==> config.mk <==
export PLATFORM = sky130hd
export DESIGN_NAME = cache_arbiter_rr
export DESIGN_NICKNAME = d
export VERILOG_FILES = /design/src/rtl/cache_arbiter_pkg.sv /design/src/rtl/rr_priority_picker.sv /design/src/rtl/cache_arbiter_rr.sv
export SDC_FILE = /design/constraint.sdc
export NUM_CORES = 1
export LEC_CHECK = 0
export ABC_AREA = 1
export CORE_AREA = 5 5 545 547
export DETAILED_ROUTE_END_ITERATION = 16
export DIE_AREA = 0 0 550 552
export PLACE_DENSITY_LB_ADDON = 0.1
export SYNTH_ARGS = -nofsm -noshare
export SYNTH_HDL_FRONTEND = slang
export SYNTH_HIERARCHICAL = 1
export SYNTH_SLANG_ARGS = --single-unit
export TNS_END_PERCENT = 20
==> constraint.sdc <==
create_clock -name clk -period 17.2 [get_ports clk]
set_clock_uncertainty 0.05 [all_clocks]
set_input_delay 2.58 -clock clk [delete_from_list [all_inputs] [get_ports clk]]
set_output_delay 2.58 -clock clk [all_outputs]
set_load 0.01 [all_outputs]
==> src/rtl/cache_arbiter_pkg.sv <==
// Shared types and constants for the round-robin L1-to-L2 cache arbiter.
package cache_arbiter_pkg;

  typedef enum logic [1:0] {
    StIdle    = 2'd0,
    StAccess  = 2'd1,
    StRespond = 2'd2
  } arb_state_e;

  typedef enum logic {
    OpRead  = 1'b0,
    OpWrite = 1'b1
  } arb_op_e;

  localparam int unsigned ArbModeRr    = 0;
  localparam int unsigned ArbModeFixed = 1;

endpackage

==> src/rtl/rr_priority_picker.sv <==
// Combinational grant picker: first active request at or after the pointer, or the
// lowest-index active request when fixed priority is selected.
module rr_priority_picker #(
  parameter int unsigned NumPorts = 2,
  parameter int unsigned PtrW     = (NumPorts > 1) ? $clog2(NumPorts) : 1
) (
  input  logic [NumPorts-1:0] req_i,
  input  logic [PtrW-1:0]     ptr_i,
  input  logic                mode_fixed_i,
  output logic [NumPorts-1:0] grant_o,
  output logic                valid_o
);

  logic [PtrW-1:0]       start;
  logic [2*NumPorts-1:0] req_dbl;
  logic [2*NumPorts-1:0] gnt_dbl;
  logic [NumPorts-1:0]   req_rot;
  logic [NumPorts-1:0]   gnt_rot;

  // Rotate so the start port sits at bit 0, isolate the lowest set bit, rotate back.
  always_comb begin
    start   = mode_fixed_i ? '0 : ptr_i;
    req_dbl = {req_i, req_i} >> start;
    req_rot = req_dbl[NumPorts-1:0];
    gnt_rot = req_rot & (-req_rot);
    gnt_dbl = {gnt_rot, gnt_rot} << start;
    grant_o = gnt_dbl[2*NumPorts-1:NumPorts];
    valid_o = |req_i;
  end

endmodule

==> src/rtl/cache_arbiter_rr.sv <==
// Arbitrates line read/write requests from several L1 ports onto one L2 command channel.
module cache_arbiter_rr
  import cache_arbiter_pkg::*;
#(
  parameter int unsigned NUM_PORTS = 2,
  parameter int unsigned ADDR_W    = 32,
  parameter int unsigned LINE_W    = 256,
  parameter int unsigned ARB_MODE  = ArbModeRr
) (
  input  logic                               clk,
  input  logic                               rst,
  input  logic [NUM_PORTS-1:0]               req_read,
  input  logic [NUM_PORTS-1:0]               req_write,
  input  logic [NUM_PORTS-1:0][ADDR_W-1:0]   req_addr,
  input  logic [NUM_PORTS-1:0][LINE_W-1:0]   req_wdata,
  output logic [LINE_W-1:0]                  req_rdata,
  output logic [NUM_PORTS-1:0]               req_resp,
  output logic                               l2_read,
  output logic                               l2_write,
  output logic [ADDR_W-1:0]                  l2_address,
  output logic [LINE_W-1:0]                  l2_wdata,
  input  logic [LINE_W-1:0]                  l2_rdata,
  input  logic                               l2_resp
);

  localparam int unsigned PtrW      = (NUM_PORTS > 1) ? $clog2(NUM_PORTS) : 1;
  localparam logic        ModeFixed = (ARB_MODE == ArbModeFixed);

  arb_state_e           state_q, state_d;
  arb_op_e              op_q, op_d;
  logic [PtrW-1:0]      rr_ptr_q, rr_ptr_d;
  logic [NUM_PORTS-1:0] gnt_q, gnt_d;
  logic [ADDR_W-1:0]    addr_q, addr_d;
  logic [LINE_W-1:0]    wdata_q, wdata_d;
  logic [LINE_W-1:0]    rdata_q, rdata_d;
  logic                 l2_read_q, l2_read_d;
  logic                 l2_write_q, l2_write_d;

  logic [NUM_PORTS-1:0] req_active;
  logic [NUM_PORTS-1:0] pick_grant;
  logic                 pick_valid;
  logic [ADDR_W-1:0]    sel_addr;
  logic [LINE_W-1:0]    sel_wdata;
  logic                 sel_write;
  logic [PtrW-1:0]      gnt_idx;
  logic [PtrW-1:0]      next_ptr;

  assign req_active = req_read | req_write;

  rr_priority_picker #(
    .NumPorts (NUM_PORTS),
    .PtrW     (PtrW)
  ) u_picker (
    .req_i        (req_active),
    .ptr_i        (rr_ptr_q),
    .mode_fixed_i (ModeFixed),
    .grant_o      (pick_grant),
    .valid_o      (pick_valid)
  );

  always_comb begin
    sel_addr  = '0;
    sel_wdata = '0;
    for (int unsigned i = 0; i < NUM_PORTS; i++) begin
      if (pick_grant[i]) begin
        sel_addr  = req_addr[i];
        sel_wdata = req_wdata[i];
      end
    end
  end

  // A port raising both read and write is served as a write.
  assign sel_write = |(req_write & pick_grant);

  always_comb begin
    gnt_idx = '0;
    for (int unsigned i = 0; i < NUM_PORTS; i++) begin
      if (gnt_q[i]) gnt_idx = PtrW'(i);
    end
  end

  assign next_ptr = (gnt_idx == PtrW'(NUM_PORTS - 1)) ? '0 : gnt_idx + PtrW'(1);

  always_comb begin
    state_d    = state_q;
    op_d       = op_q;
    rr_ptr_d   = rr_ptr_q;
    gnt_d      = gnt_q;
    addr_d     = addr_q;
    wdata_d    = wdata_q;
    rdata_d    = rdata_q;
    l2_read_d  = l2_read_q;
    l2_write_d = l2_write_q;

    unique case (state_q)
      StIdle: begin
        if (pick_valid) begin
          state_d    = StAccess;
          gnt_d      = pick_grant;
          addr_d     = sel_addr;
          wdata_d    = sel_wdata;
          op_d       = sel_write ? OpWrite : OpRead;
          l2_read_d  = !sel_write;
          l2_write_d = sel_write;
        end
      end
      StAccess: begin
        // The latched command runs to completion regardless of what the port does now.
        if (l2_resp) begin
          state_d    = StRespond;
          l2_read_d  = 1'b0;
          l2_write_d = 1'b0;
          if (op_q == OpRead) rdata_d = l2_rdata;
        end
      end
      StRespond: begin
        state_d  = StIdle;
        rr_ptr_d = next_ptr;
      end
      default: state_d = StIdle;
    endcase
  end

  always_ff @(posedge clk or posedge rst) begin
    if (rst) begin
      state_q    <= StIdle;
      op_q       <= OpRead;
      rr_ptr_q   <= '0;
      gnt_q      <= '0;
      addr_q     <= '0;
      wdata_q    <= '0;
      rdata_q    <= '0;
      l2_read_q  <= 1'b0;
      l2_write_q <= 1'b0;
    end else begin
      state_q    <= state_d;
      op_q       <= op_d;
      rr_ptr_q   <= rr_ptr_d;
      gnt_q      <= gnt_d;
      addr_q     <= addr_d;
      wdata_q    <= wdata_d;
      rdata_q    <= rdata_d;
      l2_read_q  <= l2_read_d;
      l2_write_q <= l2_write_d;
    end
  end

  assign l2_read    = l2_read_q;
  assign l2_write   = l2_write_q;
  assign l2_address = addr_q;
  assign l2_wdata   = wdata_q;
  assign req_rdata  = rdata_q;
  assign req_resp   = (state_q == StRespond) ? gnt_q : '0;

endmodule

==> After elaboration in Yosys (flattened, before gate mapping) <==
Index checks and enable logic that the tools add are counted.
{ "word_totals": {"reg_bits": 552, "inputBits": 839, "out_inout_bits": 548} }
{ "op_classes": {"n_addsub": 2, "n_eq_ne": 4, "shifts": 2, "muxes": 16, "n_bitwise": 4, "n_reduce_logical": 9} }
{ "op_table": {"columns": ["operator", "n"], "rows": [
  ["$mux 256", 2],
  ["$mux 32", 2],
  ["$mux 1", 6],
  ["$mux 2", 3],
  ["$reduce_and 3->1", 2],
  ["$and 2x2->2", 2],
  ["$ne 2x2->1 const B", 2],
  ["$pmux 1 s2", 2],
  ["$pmux 2 s2", 1],
  ["$reduce_and 2->1", 2],
  ["$reduce_or 2->1", 2],
  ["$shl 4x1->4", 1],
  ["$shr 4x1->2", 1],
  ["$eq 2x1->1 const B", 1],
  ["$eq 2x2->1 const B", 1],
  ["$logic_not 2->1", 1],
  ["$neg 2->2", 1],
  ["$or 2x2->2", 1],
  ["$reduce_bool 2->1", 1],
  ["$add 1x1->1 const B", 1],
  ["$logic_not 1->1", 1],
  ["$not 1->1", 1]
]} }

==> Longest topological paths before layout <==
{ "logic_depth": {"depth_word": 10, "ltp_mapped": 11, "depth_no_buf": 9} }

==> Cells and area by module <==
The synthesis kept the hierarchy.
{ "by_module_without_submodules": {"columns": ["mod", "n_inst", "cells_each", "area_each_um2"], "rows": [
  ["cache_arbiter_rr", 1, 3334, 25216.7],
  ["rr_priority_picker", 1, 11, 42.5]
]} }

==> Worst setup path after synthesis <==
Ideal clock, no wire load.
{ "synth_timing": {"kind": "input port to flip-flop", "from": "input req_write[1]", "to": "register wdata_q[100], in the netlist l2_wdata[100]", "setup_time_ps": 66, "arrival_ps": 3837, "slack_ps": 13248, "path_stages": 10, "cell_sequence": "or2_2 inv_1 nand2_1 nand2_1 clkbuf_1 buf_1 nand3_1 nand2_1 nand2_1 nand2_1"} }
{ "synth_between": {"elab_chain_cells": 7, "elab_cells_between_ends": 9, "cone_classes": "add/sub (1); shift (2); mux (2); bitwise (2); reduce/logical (2)"} }
{ "synth_lines": {"columns": ["element", "line_no", "rtl"], "rows": [
  ["from (decl)", "cache_arbiter_rr.sv:13", "input logic [NUM_PORTS-1:0] req_write,"],
  ["$or 2x2->2 (*)", "cache_arbiter_rr.sv:48", "assign req_active = req_read | req_write;"],
  ["$shr 4x1->2 (*)", "rr_priority_picker.sv:23", "req_dbl = {req_i, req_i} >> start;"],
  ["$neg 2->2", "rr_priority_picker.sv:25", "gnt_rot = req_rot & (-req_rot);"],
  ["$and 2x2->2 (*)", "rr_priority_picker.sv:25", null],
  ["$shl 4x1->4 (*)", "rr_priority_picker.sv:26", "gnt_dbl = {gnt_rot, gnt_rot} << start;"],
  ["via pick_grant[0]", "cache_arbiter_rr.sv:40", "logic [NUM_PORTS-1:0] pick_grant;"],
  ["$mux 256 (*) (2 in a row)", "cache_arbiter_rr.sv:65", "if (pick_grant[i]) begin"],
  ["to (signal assigned)", "cache_arbiter_rr.sv:141", "wdata_q <= wdata_d;"],
  ["to (decl)", "cache_arbiter_rr.sv:34", "logic [LINE_W-1:0] wdata_q, wdata_d;"]
]} }
Mark *: on every way through the listed nets, which the timed path passes. The rest lies on a longest branch.
A chain may end at the register's enable or synchronous reset.

==> Worst setup path in the final report <==
{ "layout_timing": {"from": "input req_write[1]", "to": "register wdata_q[170], in the netlist l2_wdata[170]"} }
{ "layout_between": {"elab_chain_cells": 7, "elab_cells_between_ends": 9, "cone_classes": "add/sub (1); shift (2); mux (2); bitwise (2); reduce/logical (2)"} }
{ "layout_lines": {"columns": ["element", "line_no", "rtl"], "rows": [
  ["$or 2x2->2 (*)", "cache_arbiter_rr.sv:48", null],
  ["via req_active[1]", "cache_arbiter_rr.sv:39", "logic [NUM_PORTS-1:0] req_active;"],
  ["$shr 4x1->2 (*)", "rr_priority_picker.sv:23", null],
  ["$neg 2->2", "rr_priority_picker.sv:25", null],
  ["$and 2x2->2 (*)", "rr_priority_picker.sv:25", null],
  ["$shl 4x1->4 (*)", "rr_priority_picker.sv:26", null],
  ["via pick_grant[0]", "cache_arbiter_rr.sv:40", null],
  ["$mux 256 (*) (2 in a row)", "cache_arbiter_rr.sv:65", null]
]} }
Marked as above.

==> summary.md <==
| Metric | Value |
|---|---|
| Post-Synthesis Cell Area | `25300 µm²` |
| Sequential area share after synthesis | `54.7%` |
| Mapped Cells | `3345` |
| Row count | `199` |
| Largest net degree at the start of global routing | `150` |
| DRC | `0` |
| Slew margin rel. | `19.3%` |
| R2r setup slk | `12.78 ns` |
| Min-Delay Path Class | `reg -> reg` |
| R2R Path Start | `rr_ptr_q$_DFFE_PP0N_` |
| PortBufs | `1386` |
| VDD IR max | `113 µV` |
| Clock root buffer | `clkbuf_16` |
| Synth top area cells | `dfrtp_1 (55%), nand2_1 (29%), nand3_1 (11%), buf_2 (3.3%), clkbuf_1 (0.80%)` |
| IO Pins | `1387` |
| Crit path capture type | `flop` |
| Vias per cell | `3.26` |
| Power per Cell Area | `169 nW/µm²` |
| Worst setup SP type | `input port` |
| Final wirelength | `204000 µm` |
| Worst Hold Path Cells | `2` |
| CTS tree | `yes` |
| Gpl congestion | `0.854` |
| Cts hold-fix bufs | `0` |
| Clock Latency Late Sink | `0.78 ns` |
| Via count | `28.1k` |
| Initial antenna violation count | `136` |
| Postcts setup bufs | `0` |
| Number of unique standard cell types used by synthesis | `15` |
| Die height | `552 µm` |
| LEAKAGE | `21.1 nW` |
| Period minus WS final | `6.30 ns` |
| Initial DRC Count | `1451` |
| Cell type with the largest total area after synthesis | `dfrtp_1` |
| Final HPWL DP | `156000 µm` |
| Area taken by multi-input logic gates | `10300 µm²` |
| Max Buffers Root-to-Sink | `4` |
| Die W | `550 µm` |
| Final Max Tran Viols | `0` |
| Status | `complete, no violations` |
| Hold wc startpoint | `req_rdata[13]$_DFFE_PP0P_` |
| Max_cap viols | `0` |
| Vias in the first global route | `29.5k` |
| Overflow after GRT | `0` |
| Final Setup Violations | `0` |
| Synth Area per Inst | `7.55 µm²` |
| Core footprint | `292000 µm²` |
| Fin Setup TNS | `0 ns` |
| Fin crit share | `36.6%` |
| Syn_nets | `4184` |
| DP Worst Slack | `10.24 ns` |
| Critical path peak fanout | `134` |
| CTS resizes | `0` |
| Worst Path Arrival | `6.96 ns` |
| All-Layer GR Usage | `12.8%` |
| Final Hold Viols | `0` |
| First-pass GRT wire length | `271000 µm` |
| Yosys warnings | `6` |
| ANT nets after route | `0` |
| Worst Path Required | `17.86 ns` |
| Fmax | `159 MHz` |
| Synth top area share | `54.7%` |
| Total CTS buffers | `93` |
| Layout cell share with drive strength beyond 1 | `3.69%` |
| RSZ-0062 raised after global routing | `no` |
| Num Clock Sinks | `552` |
| Starting Density | `8.65%` |
| Reg2Reg Depth | `10` |
| Wire per inst | `23.7 µm` |
| Worst-Margin Slew | `1.21 ns` |
| Post-route setup slack | `10.90 ns` |
| Die footprint | `304000 µm²` |
| Crit path kind | `in -> reg` |
| Final net count | `5459` |
| CTS clock-pin slew for the worst setup and hold paths | `0.05 ns` |
| Fill count | `33.3k` |
| Reg2reg end | `l2_wdata[170]$_DFFE_PP0P_` |
| Number of H-tree levels | `3` |
| DRT Pass-1 Iters | `5` |
| Area grow syn2layout | `82.8%` |
| Worst hold path endpoint | `req_rdata[13]$_DFFE_PP0P_` |
| Register area | `13800 µm²` |
| Synth Register Bits | `552` |
-- cells by family (layout without fill, tap and decap cells) --
group                  after synthesis  in the layout  share of synthesized area (%)
other                                1             18                         0.0148
DFF                                552            552                           54.7
AOI/OAI and AO/OA                    2              2                         0.0396
and+or+nand+nor                   2535           2535                           40.4
buffers and inverters              255           1596                           4.82
-- power by group --
part	internal, mW	leakage, nW	switching [mW]	total, mW
clock	1.09	1.39	0.760	1.85
combinational	1.55	12.7	2.19	3.74
sequential	1.89	6.96	0.345	2.23
total	4.52	21.1	3.29	7.81
-- state kept, by name, indices dropped and copies added, names as in the netlist --
name,count
l2_address,32
gnt_q,2
req_rdata,256
state_q,2
rr_ptr_q,1
l2_wdata,256
l2_read,1
l2_write,1
op_q,1
-- routing by layer --
metal  share of wire, %  up-vias  track usage [%]
met1                 38    13371             14.2
met4                3.0      114             3.32
met2                 47     1211             22.0
met5               0.33        -                0
met3                 11      359             6.17
li1                   -    13074                -
-- worst max-delay path, cell delays in order --
cell,delay [ns]
clkdlybuf4s50_1,0.42
or2_2,0.33
inv_1,0.08
nand2_1,0.08
nand2_4,0.39
buf_4,0.65
buf_12,0.39
buf_4,0.83
nand3_1,0.23
nand2_1,0.11
nand2_1,0.05
nand2_1,0.08
-- layout make-up --
| type | count | share of cell area, % |
|---|---|---|
| Tap cell | 3919 | 10.6 |
| Clock inverter | 14 | 0.309 |
| Clock buffer | 147 | 5.87 |
| Timing Repair Buffer | 1423 | 30.8 |
| Inverter | 12 | 0.138 |
| Antenna cell | 17 | 0.0921 |
| Sequential cell | 552 | 29.9 |
| Multi-Input combinational cell | 2538 | 22.2 |
-- synth_stat cells --
cell type	n
buf_1	8
buf_2	167
buf_4	14
clkbuf_1	54
conb_1	1
dfrtp_1	552
inv_1	10
inv_2	2
nand2_1	1978
nand2_2	1
nand3_1	548
nor2_1	4
nor2_2	2
o21ai_0	2
or2_2	2
-- stage by stage --
| stage | power, mW | hold WS (ns) | utilization, % | instances | area [µm²] |
|---|---|---|---|---|---|
| after floorplan | 3.75 | 0.399 | - | 3345 | 25300 |
| after global routing | 8.40 | 0.427 | 15.8 | 8611 | 46100 |
| after detailed placement | 6.12 | 0.407 | 14.8 | 8444 | 43300 |
| after global placement | 6.15 | 0.404 | 14.8 | 8444 | 43300 |
| after CTS | 8.10 | 0.422 | 15.8 | 8605 | 46100 |
| final | 7.81 | 0.415 | 15.8 | 8622 | 46200 |
-- cells in the final DEF (no fill, tap or decap) --
| master | Yosys | final |
|---|---|---|
| buf_4 | 14 | 31 |
| nand3_1 | 548 | 548 |
| clkbuf_16 | 0 | 93 |
| or2_2 | 2 | 2 |
| nand2_8 | 0 | 1 |
| clkbuf_8 | 0 | 18 |
| bufinv_16 | 0 | 1 |
| diode_2 | 0 | 17 |
| inv_1 | 10 | 9 |
| clkbuf_1 | 54 | 36 |
| clkdlybuf4s50_1 | 0 | 1386 |
| dfrtp_1 | 552 | 552 |
| buf_12 | 0 | 6 |
| o21ai_0 | 2 | 2 |
| nor2_4 | 0 | 2 |
| clkinv_8 | 0 | 4 |
| clkinv_2 | 0 | 8 |
| nor2_1 | 4 | 4 |
| inv_8 | 0 | 2 |
| conb_1 | 1 | 1 |
| nand2_4 | 0 | 3 |
| clkinvlp_4 | 0 | 2 |
| nand2_1 | 1978 | 1975 |
-- worst max path at each step --
stage,start,endpoint,slack (ns),cells after the start
final,req_write[1],l2_wdata[170]$_DFFE_PP0P_,10.90,12
after global routing,req_write[1],l2_wdata[143]$_DFFE_PP0P_,10.82,12
after CTS,req_write[1],l2_wdata[170]$_DFFE_PP0P_,11.14,12
after detailed placement,req_write[1],l2_wdata[170]$_DFFE_PP0P_,10.24,12
after global placement,req_write[1],l2_wdata[170]$_DFFE_PP0P_,10.18,12
after floorplan,rst,gnt_q[0]$_DFFE_PP0P_,7.06,1
Power figures use the tool's default switching activity.
